**src/rtl/interleaver_pkg.sv**
```systemverilog
// Shared types and helpers for the ping-pong block interleaver controller.
package interleaver_pkg;

  typedef enum logic [1:0] {
    StIdle,
    StFill,
    StStream,
    StDrain
  } state_e;

  localparam logic MODE_INTLV   = 1'b0;
  localparam logic MODE_DEINTLV = 1'b1;

  function automatic int unsigned addr_width(input int unsigned n);
    return (n > 1) ? $clog2(n) : 1;
  endfunction

endpackage

```
**src/rtl/interleaver_ctrl_if.sv**
```systemverilog
// Stream handshake and datapath addressing bundle between controller and datapath/stream ends.
interface interleaver_ctrl_if #(
  parameter int unsigned ROWS = 4,
  parameter int unsigned COLS = 4
);
  import interleaver_pkg::*;

  localparam int unsigned AW = addr_width(ROWS * COLS);

  logic          mode;
  logic          flush;
  logic          in_valid;
  logic          in_ready;
  logic          out_valid;
  logic          out_ready;
  logic          wr_en;
  logic          wr_bank;
  logic [AW-1:0] wr_addr;
  logic          rd_bank;
  logic [AW-1:0] rd_addr;
  logic          frame_start;
  logic          busy;

  modport master (
    input  mode, flush, in_valid, out_ready,
    output in_ready, out_valid, wr_en, wr_bank, wr_addr, rd_bank, rd_addr, frame_start, busy
  );

  modport slave (
    output mode, flush, in_valid, out_ready,
    input  in_ready, out_valid, wr_en, wr_bank, wr_addr, rd_bank, rd_addr, frame_start, busy
  );

endinterface

```
**src/rtl/interleaver_addr_gen.sv**
```systemverilog
// Combinational read permutation: maps read count k to the row-major bank index.
module interleaver_addr_gen
  import interleaver_pkg::*;
#(
  parameter int unsigned ROWS = 4,
  parameter int unsigned COLS = 4,
  parameter int unsigned AW   = addr_width(ROWS * COLS)
) (
  input  logic [AW-1:0] k,
  input  logic          mode,
  output logic [AW-1:0] addr
);

  logic [31:0] kk;

  assign kk = 32'(k);

  always_comb begin
    if (mode == MODE_DEINTLV) begin
      addr = AW'((kk % COLS) * ROWS + kk / COLS);
    end else begin
      addr = AW'((kk % ROWS) * COLS + kk / ROWS);
    end
  end

endmodule

```
**src/rtl/interleaver_ctrl.sv**
```systemverilog
// Ping-pong interleaver sequencer: fills one bank while the other is read out permuted,
// with lossless back-pressure and an explicit drain of the last frame on flush.
module interleaver_ctrl
  import interleaver_pkg::*;
#(
  parameter int unsigned ROWS = 4,
  parameter int unsigned COLS = 4
) (
  input logic              clk,
  input logic              rst,
  interleaver_ctrl_if.master bus
);

  localparam int unsigned N    = ROWS * COLS;
  localparam int unsigned AW   = addr_width(N);
  localparam logic [AW-1:0] Last = AW'(N - 1);

  state_e        state_q;
  logic          wr_bank_q;
  logic [AW-1:0] wr_cnt_q;
  logic [AW-1:0] rd_cnt_q;
  logic [1:0]    bank_mode_q;

  logic          in_ready;
  logic          out_valid;
  logic          in_beat;
  logic          out_beat;
  logic          wr_last;
  logic          rd_last;
  logic          rd_bank;
  logic [AW-1:0] rd_addr;

  // in_ready is gated by the reset pin so it reads 0 while reset is held.
  always_comb begin
    in_ready  = 1'b0;
    out_valid = 1'b0;
    unique case (state_q)
      StIdle, StFill: in_ready = 1'b1;
      StStream: begin
        in_ready  = bus.out_ready;
        out_valid = bus.in_valid;
      end
      StDrain: out_valid = 1'b1;
      default: ;
    endcase
    in_ready = in_ready & rst;
  end

  assign in_beat  = bus.in_valid & in_ready;
  assign out_beat = out_valid & bus.out_ready;
  assign wr_last  = (wr_cnt_q == Last);
  assign rd_last  = (rd_cnt_q == Last);
  assign rd_bank  = ~wr_bank_q;

  // Read order follows the mode captured when the bank being read was started.
  interleaver_addr_gen #(
    .ROWS (ROWS),
    .COLS (COLS),
    .AW   (AW)
  ) u_addr_gen (
    .k    (rd_cnt_q),
    .mode (bank_mode_q[rd_bank]),
    .addr (rd_addr)
  );

  always_ff @(posedge clk or negedge rst) begin
    if (!rst) begin
      state_q     <= StIdle;
      wr_bank_q   <= 1'b0;
      wr_cnt_q    <= '0;
      rd_cnt_q    <= '0;
      bank_mode_q <= '0;
    end else begin
      if (in_beat) begin
        if (wr_cnt_q == '0) begin
          bank_mode_q[wr_bank_q] <= bus.mode;
        end
        wr_cnt_q <= wr_last ? '0 : wr_cnt_q + AW'(1);
      end
      if (out_beat) begin
        rd_cnt_q <= rd_last ? '0 : rd_cnt_q + AW'(1);
      end
      unique case (state_q)
        StIdle: begin
          if (in_beat) state_q <= StFill;
        end
        StFill: begin
          if (in_beat && wr_last) begin
            wr_bank_q <= ~wr_bank_q;
            state_q   <= StStream;
          end
        end
        StStream: begin
          if (in_beat && wr_last) begin
            wr_bank_q <= ~wr_bank_q;
          end else if (!in_beat && bus.flush && (wr_cnt_q == '0)) begin
            state_q <= StDrain;
          end
        end
        StDrain: begin
          if (out_beat && rd_last) begin
            wr_bank_q <= ~wr_bank_q;
            state_q   <= StIdle;
          end
        end
        default: state_q <= StIdle;
      endcase
    end
  end

  assign bus.in_ready    = in_ready;
  assign bus.out_valid   = out_valid;
  assign bus.wr_en       = in_beat;
  assign bus.wr_bank     = wr_bank_q;
  assign bus.wr_addr     = wr_cnt_q;
  assign bus.rd_bank     = rd_bank;
  assign bus.rd_addr     = rd_addr;
  assign bus.frame_start = in_beat & (wr_cnt_q == '0);
  assign bus.busy        = (state_q != StIdle);

endmodule

```
**src/flat_wrapper.sv**
```systemverilog
// flat-port wrapper written by rule: the top's interface ports become plain ports
module interleaver_ctrl_flat import interleaver_pkg::*;
#(
  parameter int unsigned ROWS = 4,
  parameter int unsigned COLS = 4
)
  (clk, rst, bus_mode, bus_flush, bus_in_valid, bus_out_ready, bus_in_ready, bus_out_valid, bus_wr_en, bus_wr_bank, bus_wr_addr, bus_rd_bank, bus_rd_addr, bus_frame_start, bus_busy);
  interleaver_ctrl_if #(.ROWS(ROWS), .COLS(COLS)) bus_i ();
  input logic clk;
  input logic rst;
  input wire logic [$bits(bus_i.mode)-1:0] bus_mode;
  input wire logic [$bits(bus_i.flush)-1:0] bus_flush;
  input wire logic [$bits(bus_i.in_valid)-1:0] bus_in_valid;
  input wire logic [$bits(bus_i.out_ready)-1:0] bus_out_ready;
  output wire logic [$bits(bus_i.in_ready)-1:0] bus_in_ready;
  output wire logic [$bits(bus_i.out_valid)-1:0] bus_out_valid;
  output wire logic [$bits(bus_i.wr_en)-1:0] bus_wr_en;
  output wire logic [$bits(bus_i.wr_bank)-1:0] bus_wr_bank;
  output wire logic [$bits(bus_i.wr_addr)-1:0] bus_wr_addr;
  output wire logic [$bits(bus_i.rd_bank)-1:0] bus_rd_bank;
  output wire logic [$bits(bus_i.rd_addr)-1:0] bus_rd_addr;
  output wire logic [$bits(bus_i.frame_start)-1:0] bus_frame_start;
  output wire logic [$bits(bus_i.busy)-1:0] bus_busy;
  assign bus_i.mode = bus_mode;
  assign bus_i.flush = bus_flush;
  assign bus_i.in_valid = bus_in_valid;
  assign bus_i.out_ready = bus_out_ready;
  assign bus_in_ready = bus_i.in_ready;
  assign bus_out_valid = bus_i.out_valid;
  assign bus_wr_en = bus_i.wr_en;
  assign bus_wr_bank = bus_i.wr_bank;
  assign bus_wr_addr = bus_i.wr_addr;
  assign bus_rd_bank = bus_i.rd_bank;
  assign bus_rd_addr = bus_i.rd_addr;
  assign bus_frame_start = bus_i.frame_start;
  assign bus_busy = bus_i.busy;
  interleaver_ctrl #(.ROWS(ROWS), .COLS(COLS)) u_core (.clk(clk), .rst(rst), .bus(bus_i));
endmodule
```
**config.mk**
```make
export PLATFORM = sky130hd
export DESIGN_NAME = interleaver_ctrl_flat
export DESIGN_NICKNAME = d
export VERILOG_FILES = /design/src/rtl/interleaver_pkg.sv /design/src/rtl/interleaver_ctrl_if.sv /design/src/rtl/interleaver_addr_gen.sv /design/src/rtl/interleaver_ctrl.sv /design/src/flat_wrapper.sv
export SDC_FILE = /design/constraint.sdc
export NUM_CORES = 1
export LEC_CHECK = 0
export CORE_MARGIN = 1.5
export CORE_UTILIZATION = 34
export CTS_BUF_LIST = sky130_fd_sc_hd__clkbuf_4
export CTS_CLUSTER_DIAMETER = 50
export DETAILED_ROUTE_END_ITERATION = 16
export HOLD_SLACK_MARGIN = 0.03
export PLACE_DENSITY_LB_ADDON = 0.15
export SLEW_MARGIN = 30
export SYNTH_ARGS = -nofsm -noshare
export SYNTH_HDL_FRONTEND = slang
export SYNTH_SLANG_ARGS = --single-unit
```
**constraint.sdc**
```tcl
create_clock -name clk -period 2.3 [get_ports clk]
set_input_delay 0.345 -clock clk [delete_from_list [all_inputs] [get_ports clk]]
set_output_delay 0.345 -clock clk [all_outputs]
set_load 0.05 [all_outputs]
```
==> PnR_summary.wiki <==
{| class="wikitable"
! Metric !! Value
|-
| Status || finished clean
|-
| Leading cell types by total area after synthesis || dfrtp_1 (39%), ha_1 (14%), nand2_1 (4.8%), inv_1 (4.2%), xnor2_1 (3.7%)
|-
| Number of optimization iterations in the first detailed-route pass || 4
|-
| Final Max Tran Viols || 0
|-
| Post-synthesis register bit count || 11
|-
| Cell type with the highest aggregate area in the netlist || dfrtp_1
|-
| Number of buffers inserted for hold repair after clock tree synthesis || 0
|-
| Post-synthesis cell area || 711 um^2
|-
| Worst-case headroom to the max-slew limit || 0.658
|-
| Number of buffers between clock root and the deepest sink || 2
|-
| Crit path time final || 2.22 ns
|-
| RR Startpoint || u_core.state_q[1]
|-
| EDFF count, synth || 0
|-
| Core Region || 1960 um^2
|-
| Die height || 48.7 um
|-
| Data arrival time of the critical path || 1.87 ns
|-
| Commonest cells in the netlist || dfrtp_1 (11), nand2_1 (9), ha_1 (8), inv_1 (8), o21ai_0 (5)
|-
| Cell-by-cell trace of the critical path || inv_1 -> ha_1 -> a211oi_1 -> or2_4 -> nor4b_4 -> buf_12
|-
| Worst Hold Class || in -> async
|-
| H-tree depth reported by CTS || 1
|-
| Worst Clk Skew || 0.00767 ns
|-
| Cell at the root of the clock tree || clkbuf_4
|-
| Maximum number of pins on one net before global-route repair || 13
|-
| Setup repair after global routing missed its margin || false
|-
| Fraction of layout cells with a size suffix above 1 || 0.250
|-
| DRC viols || 0
|-
| Pre-CTS WS || 0.147 ns
|-
| Reg-to-reg setup timing slack || 0.35 ns
|-
| Family of cells with the greatest summed delay on the critical path || simple AND/OR/NAND/NOR gates
|-
| Boundary pin count || 21
|-
| Net count, final || 115
|-
| CTS tree || yes
|-
| Portion of synthesized cell area occupied by the leading cell type || 0.387
|-
| Total Wirelength || 1.50 mm
|-
| Synthesis-to-layout area growth || 51.6%
|-
| Number of antenna violations at the first check in global routing || 0
|-
| Delay of the slowest critical-path stage || 0.41 ns
|-
| Library cell with the highest instance count after synthesis || dfrtp_1
|-
| Share of the clock period used by the worst path after layout || 0.964
|-
| Maximum clock frequency || 0.451 GHz
|-
| Final critical-path setup slack || 0.0836 ns
|-
| RR Endpoint || u_core.state_q[1]
|-
| Cells after synthesis || 71
|-
| Number of different library cells in the post-synthesis netlist || 29
|-
| Mapped Nets || 85
|-
| Number of buffers added by the clock tree synthesis step || 3
|-
| Class of the most critical setup path || reg -> out
|-
| Clock sink count || 11
|-
| DR iter-0 viols || 13
|-
| Insertion delay of the later-clocked pin in the worst-skew pair || 0.29 ns
|-
| Final global-route overflow total || 0
|-
| DR WL/cell || 11.8 um
|-
| Antenna diode instance count || 0
|-
| Final count of hold timing violations || 0
|-
| Cell depth of the worst setup path || 6
|-
| Initial core utilization || 0.362
|-
| Worst setup path endpoint || bus_frame_start
|-
| Number of setup violations in the final report || 0
|-
| Post-synth ARST share || 1.00
|-
| Max FO, Critical Path || 4
|-
| CP Launch Type || register
|-
| Cell with the biggest individual delay on the critical path || dfrtp_1
|-
| Sequential cell area fraction in the yosys report || 0.387
|-
| Total via count in the routed design || 622
|-
| Kind of capture point of the worst setup path || output pin
|-
| Synthesis warning total || 0
|-
| Per-cell via count in the routed design || 4.90
|-
| Total Neg Setup Slack || 0 ns
|-
| Primary flip-flop cell chosen by synthesis mapping || dfrtp_1
|-
| Data required time at the worst endpoint || 1.96 ns
|-
| Clock-pin slew of the registers on the worst-case setup and hold paths || 0.08 ns
|-
| Slew of the pin with the lowest slew margin || 0.511 ns
|-
| Site row count || 16
|-
| Mean instance size in the synthesized netlist || 10.0 um^2
|-
| Number of cell instances on the worst register-to-register path || 7
|-
| Critical path startpoint || u_core.state_q[1]
|-
| Buf+Inv Stages, Crit Path || 2
|-
| Number of nets still failing antenna checks after routing || 0
|-
| GPL Wtd Cong || 0.789
|-
| Die extent in x || 48.7 um
|-
| HPWL after detailed placement || 1.17 mm
|-
| Number of global-route vias before repair || 602
|-
| Count of input and output buffers || 19
|-
| GRT Resource Usage Total || 0.150
|-
| First-pass GRT wire length || 2.62 mm
|-
| Floorplan die area || 2370 um^2
|-
| Max capacitance violation total || 0
|}
[sequential cells by signal, indices dropped and copies added, names as in the netlist]
name,flops
u_core.bus.wr_addr,4
u_core.bus.wr_bank,1
u_core.rd_cnt_q,4
u_core.state_q,2
[per-layer routing]
metal,GRT usage,share of wire,up-vias,routed length (um)
li1,-,-,313,-
met1,0.176,0.48,291,718
met2,0.221,0.44,13,663
met3,0.0525,0.045,5,67
met4,0.114,0.035,0,53
met5,0,0,-,0
[area by class of cell]
cell class	instances	area, um^2
well taps	27	33.8
multi-input cells	52	433
repair buffers	25	275
clock buffers	4	30.0
inverters	8	30.0
flip-flops and latches	11	275
fillers	192	885
[stage by stage]
| step | utilization | cells | hold WS (ns) | instance area (um^2) |
|---|---|---|---|---|
| after floorplan | - | 71 | 0.0494 | 731 |
| after global placement | 0.526 | 122 | 0.483 | 1030 |
| after detailed placement | 0.526 | 122 | 0.487 | 1030 |
| after CTS | 0.543 | 126 | 0.474 | 1060 |
| after global routing | 0.549 | 127 | 0.500 | 1080 |
| final | 0.549 | 127 | 0.469 | 1080 |
[worst min path at each step]
stage	startpoint	to	slack, ns	depth (start not counted)
3_3_place_gp	u_core.bus.wr_bank	u_core.bus.wr_bank	0.48	1
3_5_place_dp	u_core.bus.wr_bank	u_core.bus.wr_bank	0.49	1
6_report	rst	u_core.bus.wr_addr[0]	0.47	2
4_1_cts	rst	u_core.bus.wr_bank	0.47	2
2_1_floorplan	rst	u_core.bus.wr_addr[0]	0.05	0
5_1_grt	rst	u_core.bus.wr_addr[0]	0.50	2
[cells by family (layout without fill, tap and decap cells)]
| logic type | after synthesis | after routing | synth area share |
|---|---|---|---|
| buffers and inverters | 8 | 37 | 0.0423 |
| AOI/OAI and AO/OA | 16 | 16 | 0.160 |
| DFF | 11 | 11 | 0.387 |
| xor gates and xnor gates | 3 | 3 | 0.0370 |
| muxes | 2 | 2 | 0.0299 |
| adders and majority gates | 8 | 8 | 0.141 |
| and+or+nand+nor | 23 | 23 | 0.202 |
[placed cells by master, fill, tap and decap left out, drive strengths merged, types with 2 or more instances in the layout]
cell type and n:
a21o 4, clkdlybuf4s50 15, nand2 9, clkbuf 4, or2 2, ha 8, xnor2 3, nand3 4
o21ai 5, dfrtp 11, buf 10, inv 8
[timing repair]
action	4_1_cts	5_1_grt
setup buffers	0	1
pin swaps	0	1
hold endpoints to repair	0	0
setup endpoints to repair	1	1
gates resized for setup	1	3
Power is left out: the tool's default activity adds up to more than one toggle a clock period on the data nets, which glitch-free logic cannot reach.
